===== config.mk =====
export PLATFORM = sky130hd
export DESIGN_NAME = mycpu_bus_arbiter
export DESIGN_NICKNAME = d
export VERILOG_FILES = /design/src/rtl/mycpu_bus_arbiter.sv
export SDC_FILE = /design/constraint.sdc
export NUM_CORES = 1
export LEC_CHECK = 0
export CELL_PAD_IN_SITES_DETAIL_PLACEMENT = 1
export CELL_PAD_IN_SITES_GLOBAL_PLACEMENT = 1
export CORE_MARGIN = 10
export CORE_UTILIZATION = 31
export DETAILED_ROUTE_END_ITERATION = 10
export GPL_TIMING_DRIVEN = 0
export PLACE_DENSITY = 0.8
export SLEW_MARGIN = 0
export SYNTH_ARGS = -nofsm -noshare
export SYNTH_HDL_FRONTEND = slang
export SYNTH_SLANG_ARGS = --single-unit

===== constraint.sdc =====
create_clock -name clk -period 2.4 [get_ports clk]
set_input_delay 0.48 -clock clk [delete_from_list [all_inputs] [get_ports clk]]
set_output_delay 0.48 -clock clk [all_outputs]
set_load 0.01 [all_outputs]

===== src/rtl/mycpu_bus_arbiter.sv =====
// rtl/mycpu_bus_arbiter.sv - CPU/DMA shared-bus arbiter with fixed wait-state access sequencing
module mycpu_bus_arbiter #(
  parameter int WAIT_CYCLES = 1,
  parameter int FAIR        = 1
) (
  input  logic        clk,
  input  logic        rst_n,
  input  logic        cpu_req,
  input  logic [15:0] cpu_a,
  input  logic [15:0] cpu_d,
  input  logic        cpu_wen,
  input  logic        cpu_iom,
  output logic        cpu_ack,
  output logic [15:0] cpu_rdata,
  input  logic        dma_req,
  input  logic [15:0] dma_a,
  input  logic [15:0] dma_d,
  input  logic        dma_wen,
  input  logic        dma_iom,
  output logic        dma_ack,
  output logic [15:0] dma_rdata,
  output logic [15:0] a_out,
  output logic [15:0] d_out,
  output logic        wen_out,
  output logic        iom_out,
  input  logic [15:0] d_in,
  input  logic [15:0] io_in,
  output logic        busy,
  output logic        owner
);

  typedef enum logic [1:0] {S_IDLE, S_ACCESS, S_ACK} state_t;

  state_t      state, state_nx;
  logic [3:0]  cnt, cnt_nx;
  logic        last_owner, last_owner_nx;
  logic        lat_wen, lat_wen_nx;
  logic [15:0] a_nx, d_nx, cpu_rdata_nx, dma_rdata_nx;
  logic        wen_nx, iom_nx, owner_nx, busy_nx, cpu_ack_nx, dma_ack_nx;
  logic        grant_dma;
  logic [15:0] rd_val;

  // On a tie, FAIR hands the bus to whoever did not complete the last access
  assign grant_dma = dma_req && (!cpu_req || ((FAIR != 0) && (last_owner == 1'b0)));
  assign rd_val    = iom_out ? io_in : d_in;

  always_comb begin
    state_nx      = state;
    cnt_nx        = cnt;
    last_owner_nx = last_owner;
    lat_wen_nx    = lat_wen;
    a_nx          = 16'h0000;
    d_nx          = 16'h0000;
    wen_nx        = 1'b0;
    iom_nx        = 1'b0;
    owner_nx      = owner;
    cpu_ack_nx    = 1'b0;
    dma_ack_nx    = 1'b0;
    cpu_rdata_nx  = cpu_rdata;
    dma_rdata_nx  = dma_rdata;
    case (state)
      S_IDLE: begin
        if (cpu_req || dma_req) begin
          state_nx   = S_ACCESS;
          cnt_nx     = 4'(WAIT_CYCLES);
          owner_nx   = grant_dma;
          a_nx       = grant_dma ? dma_a   : cpu_a;
          d_nx       = grant_dma ? dma_d   : cpu_d;
          iom_nx     = grant_dma ? dma_iom : cpu_iom;
          wen_nx     = grant_dma ? dma_wen : cpu_wen;
          lat_wen_nx = wen_nx;
        end
      end
      S_ACCESS: begin
        if (cnt != 4'd0) begin
          // hold address/data/space; the write strobe is only ever one cycle wide
          cnt_nx = cnt - 4'd1;
          a_nx   = a_out;
          d_nx   = d_out;
          iom_nx = iom_out;
        end else begin
          state_nx      = S_ACK;
          last_owner_nx = owner;
          cpu_ack_nx    = !owner;
          dma_ack_nx    = owner;
          if (!lat_wen) begin
            if (owner) dma_rdata_nx = rd_val;
            else       cpu_rdata_nx = rd_val;
          end
        end
      end
      S_ACK:   state_nx = S_IDLE;
      default: state_nx = S_IDLE;
    endcase
    busy_nx = (state_nx != S_IDLE);
  end

  always_ff @(posedge clk or negedge rst_n) begin
    if (!rst_n) begin
      state      <= S_IDLE;
      cnt        <= 4'd0;
      last_owner <= 1'b1;
      lat_wen    <= 1'b0;
      a_out      <= 16'h0000;
      d_out      <= 16'h0000;
      wen_out    <= 1'b0;
      iom_out    <= 1'b0;
      owner      <= 1'b0;
      busy       <= 1'b0;
      cpu_ack    <= 1'b0;
      dma_ack    <= 1'b0;
      cpu_rdata  <= 16'h0000;
      dma_rdata  <= 16'h0000;
    end else begin
      state      <= state_nx;
      cnt        <= cnt_nx;
      last_owner <= last_owner_nx;
      lat_wen    <= lat_wen_nx;
      a_out      <= a_nx;
      d_out      <= d_nx;
      wen_out    <= wen_nx;
      iom_out    <= iom_nx;
      owner      <= owner_nx;
      busy       <= busy_nx;
      cpu_ack    <= cpu_ack_nx;
      dma_ack    <= dma_ack_nx;
      cpu_rdata  <= cpu_rdata_nx;
      dma_rdata  <= dma_rdata_nx;
    end
  end

endmodule


==> results of run 1 <==
power by group through the flow:
stage	Sequential (mW)	Combinational (mW)	Clock (mW)
floorplan	2.43	1.34	0
global placement	2.22	3.19	0
detailed placement	2.25	3.29	0
CTS	2.24	3.31	0.996
global route	2.31	3.53	1.05
finish	2.24	3.26	0.958
path summary, 6_finish.rpt:
path | endpoint | depth (start not counted) | slack [ps]
setup / recovery | cpu_rdata[3] | 7 | 100
hold / removal | a_out[10] | 2 | 500
setup reg to reg | cpu_rdata[3] | 7 | 100
hold reg to reg | dma_rdata[0] | 1 | 510
max in group asynchronous | last_owner | 3 | 1290
min in group clk | dma_rdata[0] | 1 | 510
critical path, stage by stage, from the launching register on:
cell and delay, ps:
dfrtp_1 420, inv_1 90, ha_1 180, or3b_1 390, or4_4 500, buf_6 160, buf_12 150, mux2_4 300
registers in the layout, indices dropped and copies added, names as in the netlist:
| name | flops |
|---|---|
| iom_out | 1 |
| last_owner | 1 |
| lat_wen | 1 |
| dma_ack | 1 |
| cpu_ack | 1 |
| cpu_rdata | 16 |
| cnt | 4 |
| d_out | 16 |
| state | 2 |
| owner | 1 |
| dma_rdata | 16 |
| wen_out | 1 |
| a_out | 16 |
| busy | 1 |
through the flow:
step / cell area [µm²] / utilization
6_report: 5598 / 0.5141
5_1_grt: 5598 / 0.5141
4_1_cts: 5590 / 0.5134
3_5_place_dp: 5386 / 0.4947
3_3_place_gp: 5361 / 0.4924
2_1_floorplan: 3455 / -
per-layer routing:
layer  up-vias  share of wire  GRT usage
met4         0          0.012    0.03930
li1       1352              -          -
met2       134           0.48     0.2538
met1      1468           0.37     0.1606
met5         -              0          0
met3        12           0.13    0.09844
final cells by class:
type | count | area, µm²
fillers | 1147 | 5290
clock inverters | 5 | 58.81
plain buffers | 21 | 105.1
flip-flops and latches | 78 | 1953
well taps | 140 | 175.2
clock buffers | 10 | 127.6
repair buffers | 177 | 1782
inverters | 3 | 11.26
multi-input cells | 155 | 1385
synthesized netlist by cell type (all sizes together), types with 2 or more instances:
library cell / instances / share of area
mux2i: 3 / 0.0087
nor3: 3 / 0.0043
nor2: 6 / 0.0065
nand3: 4 / 0.0058
inv: 3 / 0.0033
nand2b: 2 / 0.0036
and3: 35 / 0.063
a221o: 33 / 0.096
dfrtp: 77 / 0.56
buf: 4 / 0.012
clkbuf: 17 / 0.018
mux2: 49 / 0.17
ha: 2 / 0.0072
o21ai: 4 / 0.0058
repair_timing:
action                                  CTS  global route
gates cloned                              0             0
buffers inserted                          1             1
endpoints found under the setup margin   10             3
hold buffers                              1             0
endpoints found under the hold margin    10             0
pin swaps                                 1             0
cell families after synthesis:
| kind of cell | count (synthesis) | synth area share |
|---|---|---|
| AOI/OAI and AO/OA | 43 | 0.1145 |
| adders and majority gates | 2 | 0.007243 |
| muxes | 52 | 0.1793 |
| DFF | 78 | 0.5654 |
| buffers and inverters | 24 | 0.03368 |
| and+or+nand+nor | 58 | 0.09997 |
==> impl_metrics.json, run 1 <==
{
  "clock_skew_ps": 14.00,
  "p_seq_frac": 0.347,
  "synth_edf_count": 0,
  "clock_path_buffers": 2,
  "gp_congestion": 0.7785,
  "leakagePower_nw": 2.465,
  "arrival_ps": 2520,
  "ctsResizeCount": 0,
  "initial_core_util": 0.3173,
  "globalRoute.totalOverflow": 0,
  "port_buffers": 173,
  "fp-row-count": 38,
  "post_drt_wl_per_cell_um": 21.17,
  "via_per_inst": 5.036,
  "r2r_start": "cnt[1]",
  "finalHoldViolCount": 0,
  "max_slew_margin": 0.5674,
  "cts_root_buffer": "clkbuf_8",
  "tns_ps": 0,
  "critical_path.endpoint_type": "flip-flop",
  "place_ws_ps": -165.3,
  "drive_gt1_frac": 0.1648,
  "synth_area_mm2": 0.003455,
  "final_cell_mix": "clkdlybuf4s50_1 (172), dfrtp_1 (77), mux2_2 (39)",
  "drt-total-wl_um": 12470,
  "yosysWarnings": 0,
  "outcome": "completed",
  "p_int_mw": 4.231,
  "switching_power_mw": 2.219,
  "setup_viol": 0,
  "p_per_area_mw_per_mm2": 1152,
  "finalMaxSlewViolations": 0,
  "finalNetCount": 551,
  "ant_nets": 0,
  "boundaryPins": 174,
  "crit_path_start": "cnt[1]",
  "syn_nets": 363,
  "grt_pass1_wl_um": 19580,
  "grt.total_usage": 0.1541,
  "clk_latency_ps": 340,
  "design.core.area_mm2": 0.01089,
  "power_mw": 6.450,
  "async_reset_ff_frac": 1.000,
  "rsz0062_at_grt": "false",
  "dr.pass1.iters": 4,
  "p_comb_frac": 0.505,
  "seq_area_frac_synth": 0.5654,
  "diodes": 0,
  "critical_path.max_fanout": 10,
  "syn_inst": 257,
  "final_common_cell": "clkdlybuf4s50_1",
  "peakVddDrop_uv": 540.5,
  "drc": 0,
  "grt_antenna_before_repair": 0,
  "area_growth_syn_to_layout_pct": 62.04,
  "startpoint_type": "flip-flop",
  "die_area_mm2": 0.01577,
  "fmax_mhz": 435.4,
  "die_height_um": 125.6,
  "ys.flop_type": "dfrtp_1",
  "cts_tree": "done",
  "hpwl_um": 10040,
  "drt_iter0_drc": 90,
  "p_clk_frac": 0.148,
  "dp.cells": 571,
  "required_ps": 2620,
  "htreeDepth": 3,
  "postSynthAreaPerCell_um2": 13.44,
  "die_w_um": 125.6,
  "min_path_type": "input pin to asynchronous set/reset pin",
  "worstSetupPathType": "flip-flop to flip-flop",
  "vias": 2966,
  "maxCapViolCount": 0,
  "min_period_over_period": 0.9571,
  "grt_max_degree": 69,
  "period_minus_slack_ps": 2297,
  "clock_sinks": 78,
  "grt_pass1_vias": 3492,
  "fin_ws_ps": 103.0,
  "holdWs_ps": 504.6,
  "synth_cell_type_count": 32,
  "path_clk_slew_ps": 80,
  "worstMarginPinSlew_ps": 648.9,
  "ys_ff_latch": 78,
  "stdcell_count": 589,
  "numCtsBuffers": 9,
  "switching_share": 0.3440
}
No activity file was read; power rests on OpenSTA's default activity.
==> inputs of run 2 (changes only) <==
--- a/config.mk
+++ b/config.mk
@@ -7,6 +7,7 @@
 export LEC_CHECK = 0
 export CELL_PAD_IN_SITES_DETAIL_PLACEMENT = 1
 export CELL_PAD_IN_SITES_GLOBAL_PLACEMENT = 1
+export CORE_ASPECT_RATIO = 0.7
 export CORE_MARGIN = 10
 export CORE_UTILIZATION = 31
 export DETAILED_ROUTE_END_ITERATION = 10
==> run 2 against run 1 <==
Power rose by 9.5%; critical path depth did not move; final cell count rose by 2.0%; critical path type unchanged; critical endpoint is now cpu_rdata[4]; largest cell class unchanged; highest routed layer unchanged.
==> impl_metrics.json, run 2 (synthesis gave the netlist of run 1 again) <==
{
  "cts_root_buffer": "clkbuf_16",
  "final-seq-area_mm2": 0.001953,
  "setup_viol": 0,
  "max_slew_margin": 0.5074,
  "grt.total_usage": 0.1565,
  "clock_skew_ps": 6.421,
  "multi_input_comb_area_mm2": 0.001385,
  "dr.pass1.iters": 4,
  "critical_path.max_fanout": 10,
  "port_buffers": 173,
  "crit_chain": "inv_1 -> ha_1 -> or3b_1 -> or4_4 -> buf_6 -> buf_12 -> mux2_4",
  "cts_tree": "done",
  "startpoint_type": "flip-flop",
  "grt_antenna_before_repair": 0,
  "clock_path_buffers": 2,
  "critPathTopFamily": "simple AND/OR/NAND/NOR gates",
  "fmax_mhz": 439.6,
  "slowest_stage": "or4_4",
  "critical_path.endpoint_type": "flip-flop",
  "grt_pass1_vias": 3300,
  "grt_max_degree": 42,
  "clock_sinks": 78,
  "gp_congestion": 0.7619,
  "arrival_ps": 2490,
  "die_w_um": 146.2,
  "rrSetupSlack_ps": 130,
  "hpwl_um": 9943,
  "grt_pass1_wl_um": 19430,
  "die_height_um": 108.3,
  "numCtsBuffers": 9,
  "worstMarginPinSlew_ps": 738.9,
  "peakVddDrop_uv": 456.4,
  "fp-row-count": 32,
  "die_area_mm2": 0.01583,
  "drc": 0,
  "p_per_area_mw_per_mm2": 1228,
  "htreeDepth": 3,
  "clk_latency_ps": 340,
  "fin_util": 0.5243,
  "design.core.area_mm2": 0.01097,
  "r2r_start": "cnt[0]",
  "post_drt_wl_per_cell_um": 21.03,
  "critPathMaxStageDelay_ps": 490,
  "required_ps": 2610,
  "leakagePower_nw": 2.544,
  "min_period_over_period": 0.9477,
  "finalMaxSlewViolations": 0,
  "outcome": "completed",
  "fillers": 1166,
  "min_path_type": "input pin to asynchronous set/reset pin",
  "via_per_inst": 4.894,
  "maxCapViolCount": 0,
  "path_clk_slew_ps": 60,
  "ant_nets": 0,
  "worstSetupPathType": "flip-flop to flip-flop",
  "reg2reg_depth": 7,
  "globalRoute.totalOverflow": 0,
  "boundaryPins": 174,
  "final_cell_mix": "clkdlybuf4s50_1 (172), dfrtp_1 (77), mux2_2 (39)",
  "initial_core_util": 0.3149,
  "diodes": 0,
  "fin_ws_ps": 125.4,
  "finalHoldViolCount": 0,
  "period_minus_slack_ps": 2275,
  "area_growth_syn_to_layout_pct": 66.50,
  "rsz0062_at_grt": "false",
  "place_ws_ps": -238.1,
  "regToRegEndpoint": "cpu_rdata[4]",
  "finalNetCount": 550,
  "drt-total-wl_um": 12640,
  "power_mw": 7.063,
  "holdBufCountCts": 0,
  "drt_iter0_drc": 77,
  "drive_gt1_frac": 0.1719,
  "vias": 2941,
  "path_buf_inv": 3,
  "final_common_cell": "clkdlybuf4s50_1"
}
-- run 2: area by class of cell --
cell class	instances	area share
Timing Repair Buffer	176	0.3067
Buffer	21	0.01893
Sequential cell	78	0.3396
Clock buffer	11	0.04220
Inverter	3	0.001958
Clock inverter	4	0.01653
Multi-Input combinational cell	155	0.2408
Tap cell	153	0.03328
-- run 2: worst max-delay path by stage --
stage,depth (start not counted),start,endpoint
CTS,7,cnt[0],a_out[5]
floorplan,7,cnt[0],cpu_rdata[10]
global placement,1,rst_n,a_out[6]
finish,7,cnt[0],cpu_rdata[4]
detailed placement,6,dma_req,d_out[11]
global route,7,cnt[0],a_out[5]
-- run 2: what timing repair did --
item / in CTS / in global routing
resized for setup: 0 / 6
gates cloned: 0 / 0
pin swaps: 1 / 0
endpoints found under the setup margin: 10 / 21
buffers inserted: 2 / 0
-- run 2: worst reg2reg max path, stage by stage, from the launching register on --
cell	delay, ps
dfrtp_1	410
inv_1	100
ha_1	180
or3b_1	370
or4_4	490
buf_6	160
buf_12	150
mux2_4	300
-- run 2: power breakdown --
group	switching, mW	total (mW)	internal, mW	leakage, nW
registers	0.333	2.23	1.90	0.963
clock network	0.515	1.55	1.04	0.166
logic	1.43	3.28	1.85	1.41
total	2.28	7.06	4.79	2.54
-- run 2: layer usage --
metal	global-route usage	share of wire	vias to the layer above
li1	-	-	1345
met1	0.1858	0.45	1442
met2	0.2442	0.43	142
met3	0.08514	0.11	12
met4	0.04060	0.010	0
met5	0	0	-
-- run 2: stage by stage --
stage	hold WS, ps	area (µm²)	instances	TNS (ps)
final	126.5	5752	601	0
after global routing	152.5	5752	601	0
after CTS	133.1	5748	601	0
after detailed placement	491.9	5395	584	-6562
after global placement	486.6	5378	583	-156380
after floorplan	184.4	3455	257	0
